$ cat src/rtl/ifu_def.sv
// Shared fetch-unit definitions: sequencer FSM states, reset PC and the PC source-select
// encoding, which npc-side debug also decodes.
package ifu_def;

  localparam logic [31:0] RESET_PC_DEFAULT = 32'hBFC0_0000;

  typedef enum logic [1:0] {
    ST_BOOT  = 2'd0,
    ST_RUN   = 2'd1,
    ST_DRAIN = 2'd2
  } fetch_state_e;

  typedef enum logic [1:0] {
    PCSEL_EXC   = 2'd0,
    PCSEL_FLUSH = 2'd1,
    PCSEL_PRED  = 2'd2,
    PCSEL_SEQ   = 2'd3
  } pc_sel_e;

  // An odd-word PC fetches a single word to realign; an aligned PC fetches a pair.
  function automatic logic [31:0] seq_next_pc(input logic [31:0] cur_pc);
    return cur_pc[2] ? cur_pc + 32'd4 : cur_pc + 32'd8;
  endfunction

endpackage

$ cat src/rtl/fetch_inflight_tracker.sv
// Counts in-flight fetches and stale responses still owed from before the last redirect;
// decides whether the current response goes to decode or is discarded.
module fetch_inflight_tracker #(
  parameter int MAX_OUTSTANDING = 4,
  parameter int CNT_W           = 4
) (
  input  logic clk,
  input  logic rst,
  input  logic i_accept,
  input  logic i_resp_valid,
  input  logic i_redirect,
  output logic o_room,
  output logic o_resp_accept,
  output logic o_resp_drop,
  output logic o_drop_pending_next
);

  logic [CNT_W-1:0] r_outstanding;
  logic [CNT_W-1:0] r_drop_cnt;
  logic [CNT_W-1:0] w_drop_cnt_next;
  logic             w_resp_legal;
  logic             w_drop;

  // A response with nothing in flight is a protocol violation and is ignored entirely.
  assign w_resp_legal = i_resp_valid & (r_outstanding != '0);
  assign w_drop       = w_resp_legal & ((r_drop_cnt != '0) | i_redirect);

  assign o_room              = r_outstanding < CNT_W'(MAX_OUTSTANDING);
  assign o_resp_drop         = w_drop;
  assign o_resp_accept       = w_resp_legal & ~w_drop;
  assign o_drop_pending_next = w_drop_cnt_next != '0;

  // Every request still in flight at a redirect belongs to the abandoned path.
  always_comb begin
    w_drop_cnt_next = r_drop_cnt;
    if (i_redirect)
      w_drop_cnt_next = r_outstanding - CNT_W'(w_resp_legal);
    else if (w_drop)
      w_drop_cnt_next = r_drop_cnt - CNT_W'(1);
  end

  always_ff @(posedge clk) begin
    if (rst) begin
      r_outstanding <= '0;
      r_drop_cnt    <= '0;
    end else begin
      assert (!(i_resp_valid && r_outstanding == '0));
      r_outstanding <= r_outstanding + CNT_W'(i_accept) - CNT_W'(w_resp_legal);
      r_drop_cnt    <= w_drop_cnt_next;
    end
  end

endmodule

$ cat src/rtl/fetch_pc_sequencer.sv
// Fetch PC register and request sequencer: exception > flush > predictor > sequential,
// with one bubble per redirect and stale responses discarded until the old path drains.
module fetch_pc_sequencer
  import ifu_def::*;
#(
  parameter logic [31:0] RESET_PC        = RESET_PC_DEFAULT,
  parameter int          MAX_OUTSTANDING = 4,
  parameter int          CNT_W           = 4
) (
  input  logic        clk,
  input  logic        rst,
  input  logic        stall,
  input  logic        exc_valid,
  input  logic [31:0] exc_pc,
  input  logic        flush_valid,
  input  logic [31:0] flush_pc,
  input  logic        pred_valid,
  input  logic [31:0] pred_pc,
  output logic        fetch_req_valid,
  output logic [31:0] fetch_req_pc,
  input  logic        fetch_req_ready,
  input  logic        fetch_resp_valid,
  output logic        resp_accept,
  output logic        resp_drop,
  output logic [31:0] pc,
  output logic [31:0] redirect_cnt,
  output logic [31:0] drop_total
);

  fetch_state_e r_state;
  logic [31:0]  r_pc;
  logic [31:0]  r_redirect_cnt;
  logic [31:0]  r_drop_total;
  pc_sel_e      w_sel;
  logic [31:0]  w_pc_next;
  logic         w_redirect;
  logic         w_accept;
  logic         w_room;
  logic         w_drop_pending_next;

  assign w_redirect      = exc_valid | flush_valid;
  assign fetch_req_valid = (r_state != ST_BOOT) & ~stall & ~w_redirect & w_room;
  assign w_accept        = fetch_req_valid & fetch_req_ready;
  assign fetch_req_pc    = r_pc;
  assign pc              = r_pc;
  assign redirect_cnt    = r_redirect_cnt;
  assign drop_total      = r_drop_total;

  fetch_inflight_tracker #(
    .MAX_OUTSTANDING (MAX_OUTSTANDING),
    .CNT_W           (CNT_W)
  ) u_tracker (
    .clk                 (clk),
    .rst                 (rst),
    .i_accept            (w_accept),
    .i_resp_valid        (fetch_resp_valid),
    .i_redirect          (w_redirect),
    .o_room              (w_room),
    .o_resp_accept       (resp_accept),
    .o_resp_drop         (resp_drop),
    .o_drop_pending_next (w_drop_pending_next)
  );

  always_comb begin
    w_sel = PCSEL_SEQ;
    if (exc_valid)        w_sel = PCSEL_EXC;
    else if (flush_valid) w_sel = PCSEL_FLUSH;
    else if (pred_valid)  w_sel = PCSEL_PRED;
  end

  always_comb begin
    case (w_sel)
      PCSEL_EXC:   w_pc_next = exc_pc;
      PCSEL_FLUSH: w_pc_next = flush_pc;
      PCSEL_PRED:  w_pc_next = pred_pc;
      default:     w_pc_next = seq_next_pc(r_pc);
    endcase
  end

  always_ff @(posedge clk) begin
    if (rst) begin
      r_state        <= ST_BOOT;
      r_pc           <= RESET_PC;
      r_redirect_cnt <= '0;
      r_drop_total   <= '0;
    end else begin
      if (w_redirect | w_accept) r_pc <= w_pc_next;
      if (w_redirect)            r_redirect_cnt <= r_redirect_cnt + 32'd1;
      if (resp_drop)             r_drop_total <= r_drop_total + 32'd1;
      case (r_state)
        ST_BOOT: r_state <= ST_RUN;
        default: r_state <= w_drop_pending_next ? ST_DRAIN : ST_RUN;
      endcase
    end
  end

endmodule

$ cat config.mk
export PLATFORM = sky130hd
export DESIGN_NAME = fetch_pc_sequencer
export DESIGN_NICKNAME = d
export VERILOG_FILES = /design/src/rtl/ifu_def.sv /design/src/rtl/fetch_inflight_tracker.sv /design/src/rtl/fetch_pc_sequencer.sv
export SDC_FILE = /design/constraint.sdc
export NUM_CORES = 1
export LEC_CHECK = 0
export CORE_MARGIN = 2
export CORE_UTILIZATION = 50
export DETAILED_ROUTE_END_ITERATION = 6
export DONT_BUFFER_PORTS = 1
export GPL_TIMING_DRIVEN = 0
export SETUP_SLACK_MARGIN = 0.02
export SYNTH_ARGS = -nofsm -noshare
export SYNTH_HDL_FRONTEND = slang
export SYNTH_SLANG_ARGS = --single-unit
export TNS_END_PERCENT = 10
$ cat constraint.sdc
create_clock -name clk -period 2.8 [get_ports clk]
set_input_delay 0.28 -clock clk [delete_from_list [all_inputs] [get_ports clk]]
set_output_delay 0.28 -clock clk [all_outputs]
set_load 0.05 [all_outputs]
==> metrics <==
ys flop type dfxtp_1; CP Max Fanout 7; RR Startpoint fetch_req_pc[6]; Period minus WS final 2700 ps; Post-Syn Nets 910; largest net degree at the start of global routing 18; CTS tree done; worst endpoint data arrival time 2960 ps; Worst Max-Slew Pin Slew 887 ps; WL/cell 20.4 um; Worst Setup Start Kind flip-flop; Req. time, crit path 3050 ps; share of layout cells above drive strength 1 11.6%; vias in the first global route 5522; Final Max Slew Viols 0; Hold Crit Depth 2; Max-Cap Viols 0; max_slew headroom 40.7%; Layout area overhead 10.0%; GRT Overall Usage 28.7%; port buffer count 0; Critical Path, Cell by Cell nand4_2 > or2_4 > or4_4 > or4_1 > a31o_1; Clk Latency, worst-skew pair 360 ps; core region area 12000 um2; Worst VDD drop 0.000336 V; Mean Syn Cell Area 7.73 um2; largest cells by area after synthesis dfxtp_1, nor2_1, xor2_1, nand2_1, o21ai_0; Starting Density 51.2%; critical path class flip-flop to flip-flop; area leader, netlist dfxtp_1; Cell variety after synth 69; status complete, no violations; Routed Antenna Nets 0; post-synthesis sequential area ratio 34.7%; Setup TNS 0 ps; row cnt 40; TritonCTS buffer count 9; IO Pins 235; synthesized instance count 792; Post-synth ARST share 0%; initial antenna violation count 1; clock skew 5.19 ps; Die ar. 13100 um2; cell area after synthesis 6120 um2; Power Dens Cells 690 nW/um2; gp weighted congestion 0.880; Crit. Startpoint fetch_req_pc[6]; register bit total from synthesis 106; min-delay worst type input port to flip-flop; Routed WL 19500 um; DRC viols 0; Root Buffer clkbuf_16; Reg-to-Reg End fetch_req_pc[22]; via count 5915; Sink Count 106; Yosys top cell area share 34.7%; Worst Path Buf+Inv 0; Hold-fix buffers, CTS 0; maximum clock frequency 370 MHz; DR iter-0 viols 494; leak pwr 2.44 nW; vias per cell 6.17; fin nets 923; commonest non-fill, non-tap cell in the layout nor2_1; critical path depth in cells 5; CP max stage cell dfxtp_1; final setup vio count 0; total iterations of the first detailed-routing run 5; Ys Warns 0; crit-path max cell delay 790 ps; chip width 115 um; htree depth 3; EDFF count, synth 0; clock slew at reported path FFs 70 ps; Critical Path Sink Type flip-flop; dpl hpwl 14400 um; Setup crit end fetch_req_pc[22]; flop2flop setup slack 100 ps; part of the cycle the worst path needs 96.6%; CP delay by family, top simple AND/OR/NAND/NOR gates; FF-to-FF path depth 5; die extent in y 115 um; Util after Layout 56.3%; commonest non-fill, non-tap cells in the layout nor2_1, dfxtp_1, nand2_1, o21ai_0, a21oi_1; first-pass GRT wire length 29200 um; clock tree buffer depth 2; gr ovfl total 0; Hold Violations, Final 0
## worst reg2reg max path: cells and delay by family, from the launching register on
kind / cells / cell delay (ps)
AND/OR/NAND/NOR: 4 / 1590
AO/OA/AOI/OAI: 1 / 230
flip-flops: 1 / 790
## cells in the mapped netlist (4+ instances only)
cell type,number
nand2_1,80
or3_1,13
nor3b_1,5
a22oi_1,10
a31oi_1,8
nor2_1,110
nor2b_1,6
xnor2_1,19
mux2i_1,6
clkbuf_1,37
buf_4,32
and3_1,7
nor3_1,17
o22ai_1,15
nand4_1,22
a221o_1,4
a211oi_1,4
nand3_1,31
o211ai_1,6
o221ai_1,4
inv_1,24
dfxtp_1,106
xor2_1,36
nor4_1,4
ha_1,13
o2111ai_1,4
a21oi_1,45
o21ai_0,55
and4_1,11
## kinds of logic after synthesis
kind of cell    Yosys count  share of synthesized area [%]
simple gates            330                           26.5
compound gates          184                           19.1
flops                   106                           34.7
buf+inv                  97                           7.95
xor+xnor                 55                           7.87
fa+ha+maj                14                           2.98
mux                       6                          0.981
## stage by stage
step	power, mW	cells	cell area (um2)	setup slack, ps	hold WS (ps)
5_1_grt	4.86	958	6740	-2.33	161
3_3_place_gp	3.16	939	6310	-285	509
3_5_place_dp	3.19	940	6310	-352	501
6_report	4.65	958	6740	95.0	162
2_1_floorplan	2.93	792	6120	150	422
4_1_cts	4.63	956	6680	10.3	137
## per-layer routing
| layer | wire length [um] | part of all wire, % | track usage, % | up-vias |
|---|---|---|---|---|
| met3 | 1940 | 9.9 | 7.68 | 19 |
| li1 | - | - | - | 2815 |
| met5 | 0 | 0 | 0 | - |
| met1 | 8130 | 42 | 36.7 | 2787 |
| met2 | 9120 | 47 | 46.8 | 294 |
| met4 | 321 | 1.6 | 9.76 | 0 |
## repair_timing
action	4_1_cts	5_1_grt
gates resized for setup	10	19
buffers inserted	0	1
endpoints found under the setup margin	28	27
pin swaps	0	2
## flip-flops by register name, summed over array words and instances (netlist names)
signal	count
fetch_req_pc	32
u_tracker.r_drop_cnt	4
r_state	2
u_tracker.r_outstanding	4
drop_total	32
redirect_cnt	32
## area by class of cell
| cell class | count | area (um2) |
|---|---|---|
| clock inverter | 5 | 85.1 |
| tap | 147 | 184 |
| buffer | 72 | 393 |
| sequential | 106 | 2140 |
| antenna | 1 | 2.50 |
| clock buffer | 11 | 243 |
| timing repair buffer | 2 | 15.0 |
| multi-input combinational | 589 | 3580 |
| inverter | 25 | 93.8 |
| fill | 1145 | 5230 |
## worst min path at each step
stage / start / end / slack [ps]
after detailed placement: rst / fetch_req_pc[31] / 500
after CTS: rst / fetch_req_pc[31] / 140
after global placement: rst / fetch_req_pc[31] / 510
after floorplan: rst / fetch_req_pc[31] / 420
final: rst / fetch_req_pc[31] / 160
after global routing: rst / fetch_req_pc[31] / 160
## power by group
| group | internal, mW | switching (mW) | leakage, nW | total [mW] |
|---|---|---|---|---|
| clock network | 0.814 | 0.602 | 0.156 | 1.42 |
| logic | 0.460 | 0.772 | 1.42 | 1.23 |
| registers | 1.63 | 0.371 | 0.870 | 2.00 |
Power figures use the tool's default switching activity.
